===== src/rtl/sign_mag_pkg.sv =====
// Shared definitions for the sign-magnitude sequential arithmetic blocks.
// Provides the controller state encoding, the serial-cell operation encoding,
// the default magnitude width and a helper that locates the sign bit.
package sign_mag_pkg;

    // Default magnitude width; operands are MAGW+1 bits with the sign on top.
    localparam int MAGW_DEFAULT = 4;

    // Controller states.
    typedef enum logic [1:0] {
        IDLE = 2'd0,
        CMP  = 2'd1,
        CALC = 2'd2,
        DONE = 2'd3
    } state_e;

    // Magnitude operation performed by the serial cell.
    typedef enum logic {
        OP_ADD = 1'b0,
        OP_SUB = 1'b1
    } op_e;

    // Bit index of the sign in a sign-magnitude word of the given magnitude width.
    function automatic int sign_idx(input int magw);
        return magw;
    endfunction

endpackage


===== src/rtl/serial_addsub_bit.sv =====
// One-bit full adder / full subtractor used by the bit-serial datapath.
// Ports:
//   x    in  1  minuend / augend bit
//   y    in  1  subtrahend / addend bit
//   cin  in  1  incoming carry (add) or borrow (sub)
//   sub  in  1  1 = compute x - y - cin, 0 = compute x + y + cin
//   s    out 1  sum / difference bit
//   cout out 1  outgoing carry (add) or borrow (sub)
// Purely combinational; the carry/borrow flop lives in the parent.
module serial_addsub_bit (
    input  logic x,
    input  logic y,
    input  logic cin,
    input  logic sub,
    output logic s,
    output logic cout
);

    // Sum/difference and carry/borrow generation.
    always_comb begin
        s = x ^ y ^ cin;
        if (sub) begin
            // Borrow out when x < y + cin.
            cout = (~x & y) | (~(x ^ y) & cin);
        end else begin
            cout = (x & y) | (cin & (x ^ y));
        end
    end

endmodule


===== src/rtl/sign_mag_sub_seq.sv =====
// Sequential sign-magnitude subtractor: diff = a - b, bit-serial LSB first.
// One operation takes MAGW+2 cycles from accept to result (CMP + MAGW x CALC).
// Ports:
//   clk       in  1       rising-edge clock
//   reset     in  1       synchronous active-high reset
//   in_valid  in  1       operands present
//   in_ready  out 1       block can accept operands (registered)
//   a         in  MAGW+1  minuend, sign in MSB (1 = negative)
//   b         in  MAGW+1  subtrahend, same format
//   out_valid out 1       result present (registered)
//   out_ready in  1       consumer accepts result
//   diff      out MAGW+1  sign-magnitude result, never -0
//   ovf       out 1       magnitude overflow (only possible on effective add)
module sign_mag_sub_seq
    import sign_mag_pkg::*;
#(
    parameter int MAGW = MAGW_DEFAULT
) (
    input  logic            clk,
    input  logic            reset,
    input  logic            in_valid,
    output logic            in_ready,
    input  logic [MAGW:0]   a,
    input  logic [MAGW:0]   b,
    output logic            out_valid,
    input  logic            out_ready,
    output logic [MAGW:0]   diff,
    output logic            ovf
);

    localparam int SIGN = sign_idx(MAGW);
    localparam int CNTW = (MAGW > 1) ? $clog2(MAGW) : 1;
    localparam logic [CNTW-1:0] CNT_LAST = CNTW'(MAGW - 1);

    state_e          state_q, state_d;
    op_e             op_q, op_d;
    logic [MAGW:0]   a_q, a_d;
    logic [MAGW:0]   b_q, b_d;
    logic [MAGW-1:0] x_q, x_d;
    logic [MAGW-1:0] y_q, y_d;
    logic [MAGW-1:0] res_q, res_d;
    logic [CNTW-1:0] cnt_q, cnt_d;
    logic            carry_q, carry_d;
    logic            sign_q, sign_d;
    logic [MAGW:0]   diff_q, diff_d;
    logic            ovf_q, ovf_d;
    logic            out_valid_q, out_valid_d;
    logic            in_ready_q, in_ready_d;

    logic            op_sub_s;
    logic            bit_s;
    logic            bit_c;
    logic [MAGW-1:0] a_mag_s;
    logic [MAGW-1:0] b_mag_s;
    logic            a_neg_s;
    logic            sb_s;
    logic [MAGW:0]   res_cat_s;
    logic [MAGW-1:0] res_next_s;

    assign op_sub_s = (op_q == OP_SUB);

    serial_addsub_bit u_cell (
        .x    (x_q[0]),
        .y    (y_q[0]),
        .cin  (carry_q),
        .sub  (op_sub_s),
        .s    (bit_s),
        .cout (bit_c)
    );

    // Operand decode and result-shift helpers.
    always_comb begin
        a_mag_s    = a_q[MAGW-1:0];
        b_mag_s    = b_q[MAGW-1:0];
        // A -0 operand behaves as +0, so only a nonzero magnitude can be negative.
        a_neg_s    = a_q[SIGN] & (|a_mag_s);
        // Subtracting b is adding b with its effective sign inverted.
        sb_s       = ~(b_q[SIGN] & (|b_mag_s));
        // New bit enters at the top; after MAGW shifts bit 0 sits at the LSB.
        res_cat_s  = {bit_s, res_q};
        res_next_s = res_cat_s[MAGW:1];
    end

    // Next-state, datapath and output logic.
    always_comb begin
        state_d     = state_q;
        op_d        = op_q;
        a_d         = a_q;
        b_d         = b_q;
        x_d         = x_q;
        y_d         = y_q;
        res_d       = res_q;
        cnt_d       = cnt_q;
        carry_d     = carry_q;
        sign_d      = sign_q;
        diff_d      = diff_q;
        ovf_d       = ovf_q;
        out_valid_d = out_valid_q;
        in_ready_d  = 1'b0;

        case (state_q)
            IDLE: begin
                if (in_valid && in_ready_q) begin
                    a_d     = a;
                    b_d     = b;
                    state_d = CMP;
                end else begin
                    in_ready_d = 1'b1;
                end
            end

            CMP: begin
                if (a_neg_s == sb_s) begin
                    op_d   = OP_ADD;
                    sign_d = a_neg_s;
                    x_d    = a_mag_s;
                    y_d    = b_mag_s;
                end else begin
                    // Larger magnitude goes to the minuend so the borrow never escapes.
                    op_d = OP_SUB;
                    if (b_mag_s > a_mag_s) begin
                        x_d    = b_mag_s;
                        y_d    = a_mag_s;
                        sign_d = sb_s;
                    end else begin
                        x_d    = a_mag_s;
                        y_d    = b_mag_s;
                        sign_d = (a_mag_s == b_mag_s) ? 1'b0 : a_neg_s;
                    end
                end
                carry_d = 1'b0;
                cnt_d   = {CNTW{1'b0}};
                state_d = CALC;
            end

            CALC: begin
                x_d     = x_q >> 1;
                y_d     = y_q >> 1;
                res_d   = res_next_s;
                carry_d = bit_c;
                if (cnt_q == CNT_LAST) begin
                    // Zero magnitude always gets a positive sign.
                    diff_d      = {sign_q & (|res_next_s), res_next_s};
                    ovf_d       = (op_q == OP_ADD) & bit_c;
                    out_valid_d = 1'b1;
                    state_d     = DONE;
                end else begin
                    cnt_d = cnt_q + CNTW'(1);
                end
            end

            DONE: begin
                if (out_ready) begin
                    out_valid_d = 1'b0;
                    in_ready_d  = 1'b1;
                    state_d     = IDLE;
                end else begin
                    out_valid_d = 1'b1;
                end
            end

            default: begin
                out_valid_d = 1'b0;
                state_d     = IDLE;
            end
        endcase
    end

    // State and datapath registers with synchronous reset.
    always_ff @(posedge clk) begin
        if (reset) begin
            state_q     <= IDLE;
            op_q        <= OP_ADD;
            a_q         <= {(MAGW+1){1'b0}};
            b_q         <= {(MAGW+1){1'b0}};
            x_q         <= {MAGW{1'b0}};
            y_q         <= {MAGW{1'b0}};
            res_q       <= {MAGW{1'b0}};
            cnt_q       <= {CNTW{1'b0}};
            carry_q     <= 1'b0;
            sign_q      <= 1'b0;
            diff_q      <= {(MAGW+1){1'b0}};
            ovf_q       <= 1'b0;
            out_valid_q <= 1'b0;
            in_ready_q  <= 1'b0;
        end else begin
            state_q     <= state_d;
            op_q        <= op_d;
            a_q         <= a_d;
            b_q         <= b_d;
            x_q         <= x_d;
            y_q         <= y_d;
            res_q       <= res_d;
            cnt_q       <= cnt_d;
            carry_q     <= carry_d;
            sign_q      <= sign_d;
            diff_q      <= diff_d;
            ovf_q       <= ovf_d;
            out_valid_q <= out_valid_d;
            in_ready_q  <= in_ready_d;
        end
    end

    assign in_ready  = in_ready_q;
    assign out_valid = out_valid_q;
    assign diff      = diff_q;
    assign ovf       = ovf_q;

endmodule


===== config.mk =====
export PLATFORM = sky130hd
export DESIGN_NAME = sign_mag_sub_seq
export DESIGN_NICKNAME = d
export VERILOG_FILES = /design/src/rtl/sign_mag_pkg.sv /design/src/rtl/serial_addsub_bit.sv /design/src/rtl/sign_mag_sub_seq.sv
export SDC_FILE = /design/constraint.sdc
export NUM_CORES = 1
export LEC_CHECK = 0
export BUFFER_PORTS_ARGS = -buffer_cell sky130_fd_sc_hd__buf_2
export CELL_PAD_IN_SITES_DETAIL_PLACEMENT = 2
export CELL_PAD_IN_SITES_GLOBAL_PLACEMENT = 2
export CORE_ASPECT_RATIO = 0.5
export CORE_UTILIZATION = 31
export DETAILED_ROUTE_END_ITERATION = 10
export PLACE_DENSITY = 0.84
export SETUP_SLACK_MARGIN = 0.3
export SLEW_MARGIN = 40
export SYNTH_ARGS = -nofsm -noshare
export SYNTH_HDL_FRONTEND = slang
export SYNTH_SLANG_ARGS = --single-unit
export TNS_END_PERCENT = 20

===== constraint.sdc =====
create_clock -name clk -period 2.21 [get_ports clk]
set_clock_uncertainty 0.2 [all_clocks]
set_input_delay 0.5525 -clock clk [delete_from_list [all_inputs] [get_ports clk]]
set_output_delay 0.5525 -clock clk [all_outputs]
set_load 0.01 [all_outputs]

After elaboration in Yosys (flattened, before gate mapping) --
Index checks and enable logic that the tools add are counted.
Word-level totals: output and inout bits 8, logic and storage cells 78, bits in registers 37, bits of input ports 14
Cells by class: bitwise operators 16, reduce and logical (&&, ||, !) cells 12, multiplexer cells 24, add/sub/neg operators 1, equal/unequal tests 10, $lt $le $gt $ge 1
Operators by type and width (number):
- $mux W4 | 4
- $pmux W4 S2 | 2
- $reduce_or A4 Y1 | 3
- $mux W1 | 9
- $and A1 B1 Y1 | 8
- $mux W2 | 4
- $ne A2 B2 Y1 const B | 4
- $pmux W2 S4 | 1
- $reduce_and A2 Y1 | 4
- $eq A2 B2 Y1 const B | 3
- $pmux W1 S2 | 3
- $eq A4 B4 Y1 | 1
- $gt A4 B4 Y1 | 1
- $not A1 Y1 | 4
- $pmux W2 S2 | 1
- $reduce_bool A2 Y1 | 2
- $reduce_and A3 Y1 | 1
- $add A2 B1 Y2 const B | 1
- $eq A2 B1 Y1 const B | 1
- $logic_not A2 Y1 | 1
- $or A1 B1 Y1 | 2
- $xor A1 B1 Y1 | 2
- $eq A1 B1 Y1 | 1
- $logic_and A1 B1 Y1 | 1

Logic depth before layout (Yosys ltp) --
word-level depth 6, mapped depth 8, gate-level depth less buffers 7

By module --
Synthesis repeated with hierarchy kept, for this count alone.
Second synthesis, totals: cells, all modules 205, area total of the unflattened synthesis 1766.7 um^2
By module, submodules not included:
- sign_mag_sub_seq | times used 1, cells each 199, sequential area each 720.7 um^2, area each 1705.4 um^2
- serial_addsub_bit | times used 1, cells each 6, sequential area each 0.0 um^2, area each 61.3 um^2

Worst setup path after synthesis --
OpenSTA, ideal clock, no wires.
path kind reg-to-reg, start reg a_q[1], end reg x_q[0], path slack 0.134 ns, library setup time 0.130 ns, arrival 1.746 ns, data required time 1.880 ns, path buffers 0, period minus slack after synthesis 2.076 ns, cell stages (with the launch flop) 8, cell sequence dfxtp_1 inv_1 ha_1 nor2b_1 o211ai_1 a211oi_4 mux2i_1 o22ai_1
Between the ends: cells in the longest elaborated chain, start to end 5, elaborated cells between the ends (all ways) 7, classes of those cells 1 x order compare; 1 x eq/ne; 3 x mux; 1 x bitwise; 1 x reduce/logical
RTL lines:
- start, declared | RTL line sign_mag_sub_seq.sv:37 | logic [MAGW:0] a_q, a_d;
- start signal, assigned | RTL line sign_mag_sub_seq.sv:174 | a_q <= {(MAGW+1){1'b0}};
- parallel branches: the longest is 3 deep, another holds $gt A4 B4 Y1
- $mux W4 * | RTL line sign_mag_sub_seq.sv:113 | if (a_neg_s == sb_s) begin
- $pmux W4 S2 * | RTL line sign_mag_sub_seq.sv:101 | case (state_q)
- end signal, assigned | RTL line sign_mag_sub_seq.sv:176 | x_q <= {MAGW{1'b0}};
- end, declared | RTL line sign_mag_sub_seq.sv:39 | logic [MAGW-1:0] x_q, x_d;
Every way passes the cells marked *. A chain may end at the register's enable or synchronous reset.

Worst setup path in the final report --
start reg b_q[3], end reg y_q[3]
Between the ends: cells in the longest elaborated chain, start to end 6, elaborated cells between the ends (all ways) 8, classes of those cells 1 x order compare; 1 x eq/ne; 3 x mux; 2 x bitwise; 1 x reduce/logical
RTL lines:
- start, declared | RTL line sign_mag_sub_seq.sv:38 | logic [MAGW:0] b_q, b_d;
- start signal, assigned | RTL line sign_mag_sub_seq.sv:175 | b_q <= {(MAGW+1){1'b0}};
- parallel branches: the longest is 4 deep, another holds $gt A4 B4 Y1
- $mux W4 * | RTL line sign_mag_sub_seq.sv:113
- $pmux W4 S2 * | RTL line sign_mag_sub_seq.sv:101
- end signal, assigned | RTL line sign_mag_sub_seq.sv:177 | y_q <= {MAGW{1'b0}};
- end signal, assigned | RTL line sign_mag_sub_seq.sv:192 | y_q <= y_d;
- end, declared | RTL line sign_mag_sub_seq.sv:40 | logic [MAGW-1:0] y_q, y_d;
Marked as above.

==> summary.md <==
| Metric | Value |
|---|---|
| Top Metal Used | `met4` |
| Worst Tran Pin Value | `0.421 ns` |
| Die height | `54.8 um` |
| Ant. Diodes | `0` |
| Crit path launch type | `flip-flop` |
| Worst setup path category | `reg -> reg` |
| Worst-path maximum fanout | `8` |
| LEAKAGE | `0.000829 uW` |
| Row cnt | `18` |
| Netlist cell types | `33` |
| CTS root buffer | `clkbuf_8` |
| DP HPWL | `3520 um` |
| CORE AREA | `5130 um2` |
| Worst Path Buf+Inv | `1` |
| Tcrit/Tclk final | `1.02` |
| Post-Route M1 WL | `2850 um` |
| Filler Cells Inserted | `551` |
| DRT Pass-1 Iters | `4` |
| Clock Sink Count | `36` |
| Post-Route Utilization | `0.439` |
| Worst-path clk slew | `0.09 ns` |
| Vias | `1,613` |
| Register area share after synthesis | `0.417` |
| Io pins | `22` |
| Clock latency on the worst-skew pair | `0.31 ns` |
| CTS Buf Count | `5` |
| Overflow after GRT | `0` |
| Status | `finished, violations left` |
| CP max-delay cell | `o41ai_4` |
| Pwr/cell area | `1140 nW/um2` |
| Hold Vio Cnt, Final | `0` |
| H-tree lvl count | `2` |
| Commonest non-fill, non-tap cells in the layout | `nand2_1, dfxtp_1, buf_2` |
| Drt wl/cell | `21.5 um` |
| Crit path DAT | `2.22 ns` |
| Worst Setup End Kind | `flip-flop` |
| Peak VDD IR | `0.416 mV` |
| Post-synthesis register bit count | `36` |
| Syn nets | `225` |
| Share of layout cells above drive strength 1 | `0.325` |
| Met2 WL | `3090 um` |
| Area after DPL | `1930 um2` |
| Worst setup startpoint | `b_q[3]$_SDFFE_PP0P_` |
| Cell area after layout | `2250 um2` |
| Hold_ws | `0.254 ns` |
| DIE AREA | `5890 um2` |
| DRC | `0` |
| Hold path start | `diff[2]$_SDFFE_PP0P_` |
| Area Overhead vs Synth | `30.5%` |
| Largest net degree at the start of global routing | `36` |
| Max-cap violations | `0` |
| Post-Syn Area per Cell | `8.68 um2` |
| CTS Buffer Depth | `2` |
| Setup WS pre-CTS | `0.0210 ns` |
| Gr usage total | `0.227` |
| HP Class | `reg -> reg` |
| Initial antenna violation count | `0` |
| Nets | `254` |
| Via density | `5.41` |
| Setup repair after global routing missed its margin | `true` |
| Drt initial violations | `78` |
| Final Setup Violations | `3` |
| Yosys warns | `0` |
| Chip width | `108 um` |
| Vias in the first global route | `1,681` |
| Initial Utilization | `0.336` |
| Final WL | `6410 um` |
| Worst relative slew slack | `0.719` |
| Failing checks | `setup timing` |
| Crit path time final | `2.25 ns` |
| GPL Wtd Cong | `0.770` |
| Synthesized cell area | `1730 um2` |
| WP data required | `2.18 ns` |
| Number of buffers added on ports | `21` |
| First-pass GRT wire length | `9400 um` |
| Detail Route Antenna Nets | `0` |
| Most common cell after layout, fill and taps aside | `nand2_1` |
| Slack of the critical path | `-0.0355 ns` |
| Peak per-stage delay on the critical path | `0.46 ns` |
| Critical path's top delay family | `compound AO/OA/AOI/OAI gates` |
| Fmax | `445 MHz` |
| Cells after Synth | `199` |
| Met3 WL post-DR | `319 um` |
| Worst r2r src | `b_q[3]$_SDFFE_PP0P_` |
| CTS tree | `done` |
| Cells along the critical path | `o41ai_4 -> xor2_2 -> a211oi_4 -> buf_12 -> mux2i_1 -> o21ai_1` |
| Slew Viols, Final | `0` |
final cells by class:
cell class / count / area [um2] / area share
Tap cell: 70 / 87.6 / 0.0389
Timing Repair Buffer: 32 / 213 / 0.0944
Inverter: 13 / 51.3 / 0.0228
Sequential cell: 36 / 746 / 0.331
Clock buffer: 7 / 96.3 / 0.0428
Multi-Input combinational cell: 140 / 1060 / 0.470
worst paths after layout:
path | slack (ns) | cells past startpoint | end
setup / recovery | -0.04 | 6 | y_q[3]$_SDFFE_PP0P_
hold / removal | 0.25 | 2 | diff[2]$_SDFFE_PP0P_
setup reg to reg | -0.04 | 6 | y_q[3]$_SDFFE_PP0P_
hold reg to reg | 0.25 | 2 | diff[2]$_SDFFE_PP0P_
registers in the layout (all words and copies together), names as in the netlist:
signal and count:
x_q 4, cnt_q 2, op_q 1, state_q 2, carry_q 1, ovf 1, a_q 5, sign_q 1
res_q 3, out_valid 1, b_q 5, diff 5, y_q 4, in_ready 1
worst register-to-register path, delay by kind of cell, from the launching register on:
| kind | cells | cell delay, ns |
|---|---|---|
| AO/OA/AOI/OAI | 3 | 0.89 |
| flip-flops | 1 | 0.37 |
| multiplexers | 1 | 0.28 |
| buffers and inverters | 1 | 0.19 |
| XOR/XNOR | 1 | 0.18 |
layer usage:
metal,up-vias,track usage
met5,-,0
met4,0,0.0890
met3,15,0.0643
met2,48,0.416
met1,806,0.259
li1,744,-
cell families after synthesis:
group                      Yosys count  synth area share
adders and majority gates           12            0.0957
xor gates and xnor gates             1           0.00507
muxes                               12            0.0696
and+or+nand+nor                     63             0.158
AOI/OAI and AO/OA                   52             0.204
DFF                                 36             0.417
buffers and inverters               23            0.0500
report_power, final:
part           switching, uW  internal, uW
combinational            670           496
sequential               117           743
clock                    272           279
total                   1060          1520
cells in the mapped netlist:
cell type	instances	area share
nor2b_1	2	0.0072
and3_1	1	0.0036
clkbuf_1	9	0.020
nor2_1	15	0.033
a211oi_1	3	0.013
mux2i_1	12	0.070
a31oi_1	1	0.0036
buf_1	1	0.0022
a21oi_1	19	0.055
nand2b_1	1	0.0036
dfxtp_1	36	0.42
o221a_2	1	0.0065
a211oi_4	1	0.012
a311oi_1	1	0.0051
nand3_1	3	0.0087
nor3_1	2	0.0058
nand2_1	34	0.074
o21ai_1	3	0.0087
ha_1	10	0.072
a22oi_1	9	0.039
o21ai_0	4	0.012
xor2_1	1	0.0051
and4_2	1	0.0058
inv_1	12	0.026
fa_1	2	0.023
o41ai_2	2	0.019
and2_1	2	0.0072
o31a_1	1	0.0051
or4b_2	1	0.0058
o22ai_1	6	0.022
inv_2	1	0.0022
o211ai_1	1	0.0043
or3_1	1	0.0036
per-stage QoR:
stage               setup TNS (ns)  instances  total power, uW
CTS                              0        297             2430
global route                -0.369        298             2680
floorplan                        0        199             1420
global placement                 0        285             1670
detailed placement               0        285             1750
finish                     -0.0691        298             2580
timing repair:
action	in CTS	in global routing
buffers inserted	5	1
pin swaps	5	5
endpoints found under the setup margin	12	17
hold endpoints to repair	0	0
hold buffers	0	0
gates resized for setup	26	14
Note: power is estimated with default switching activity, not from simulation.
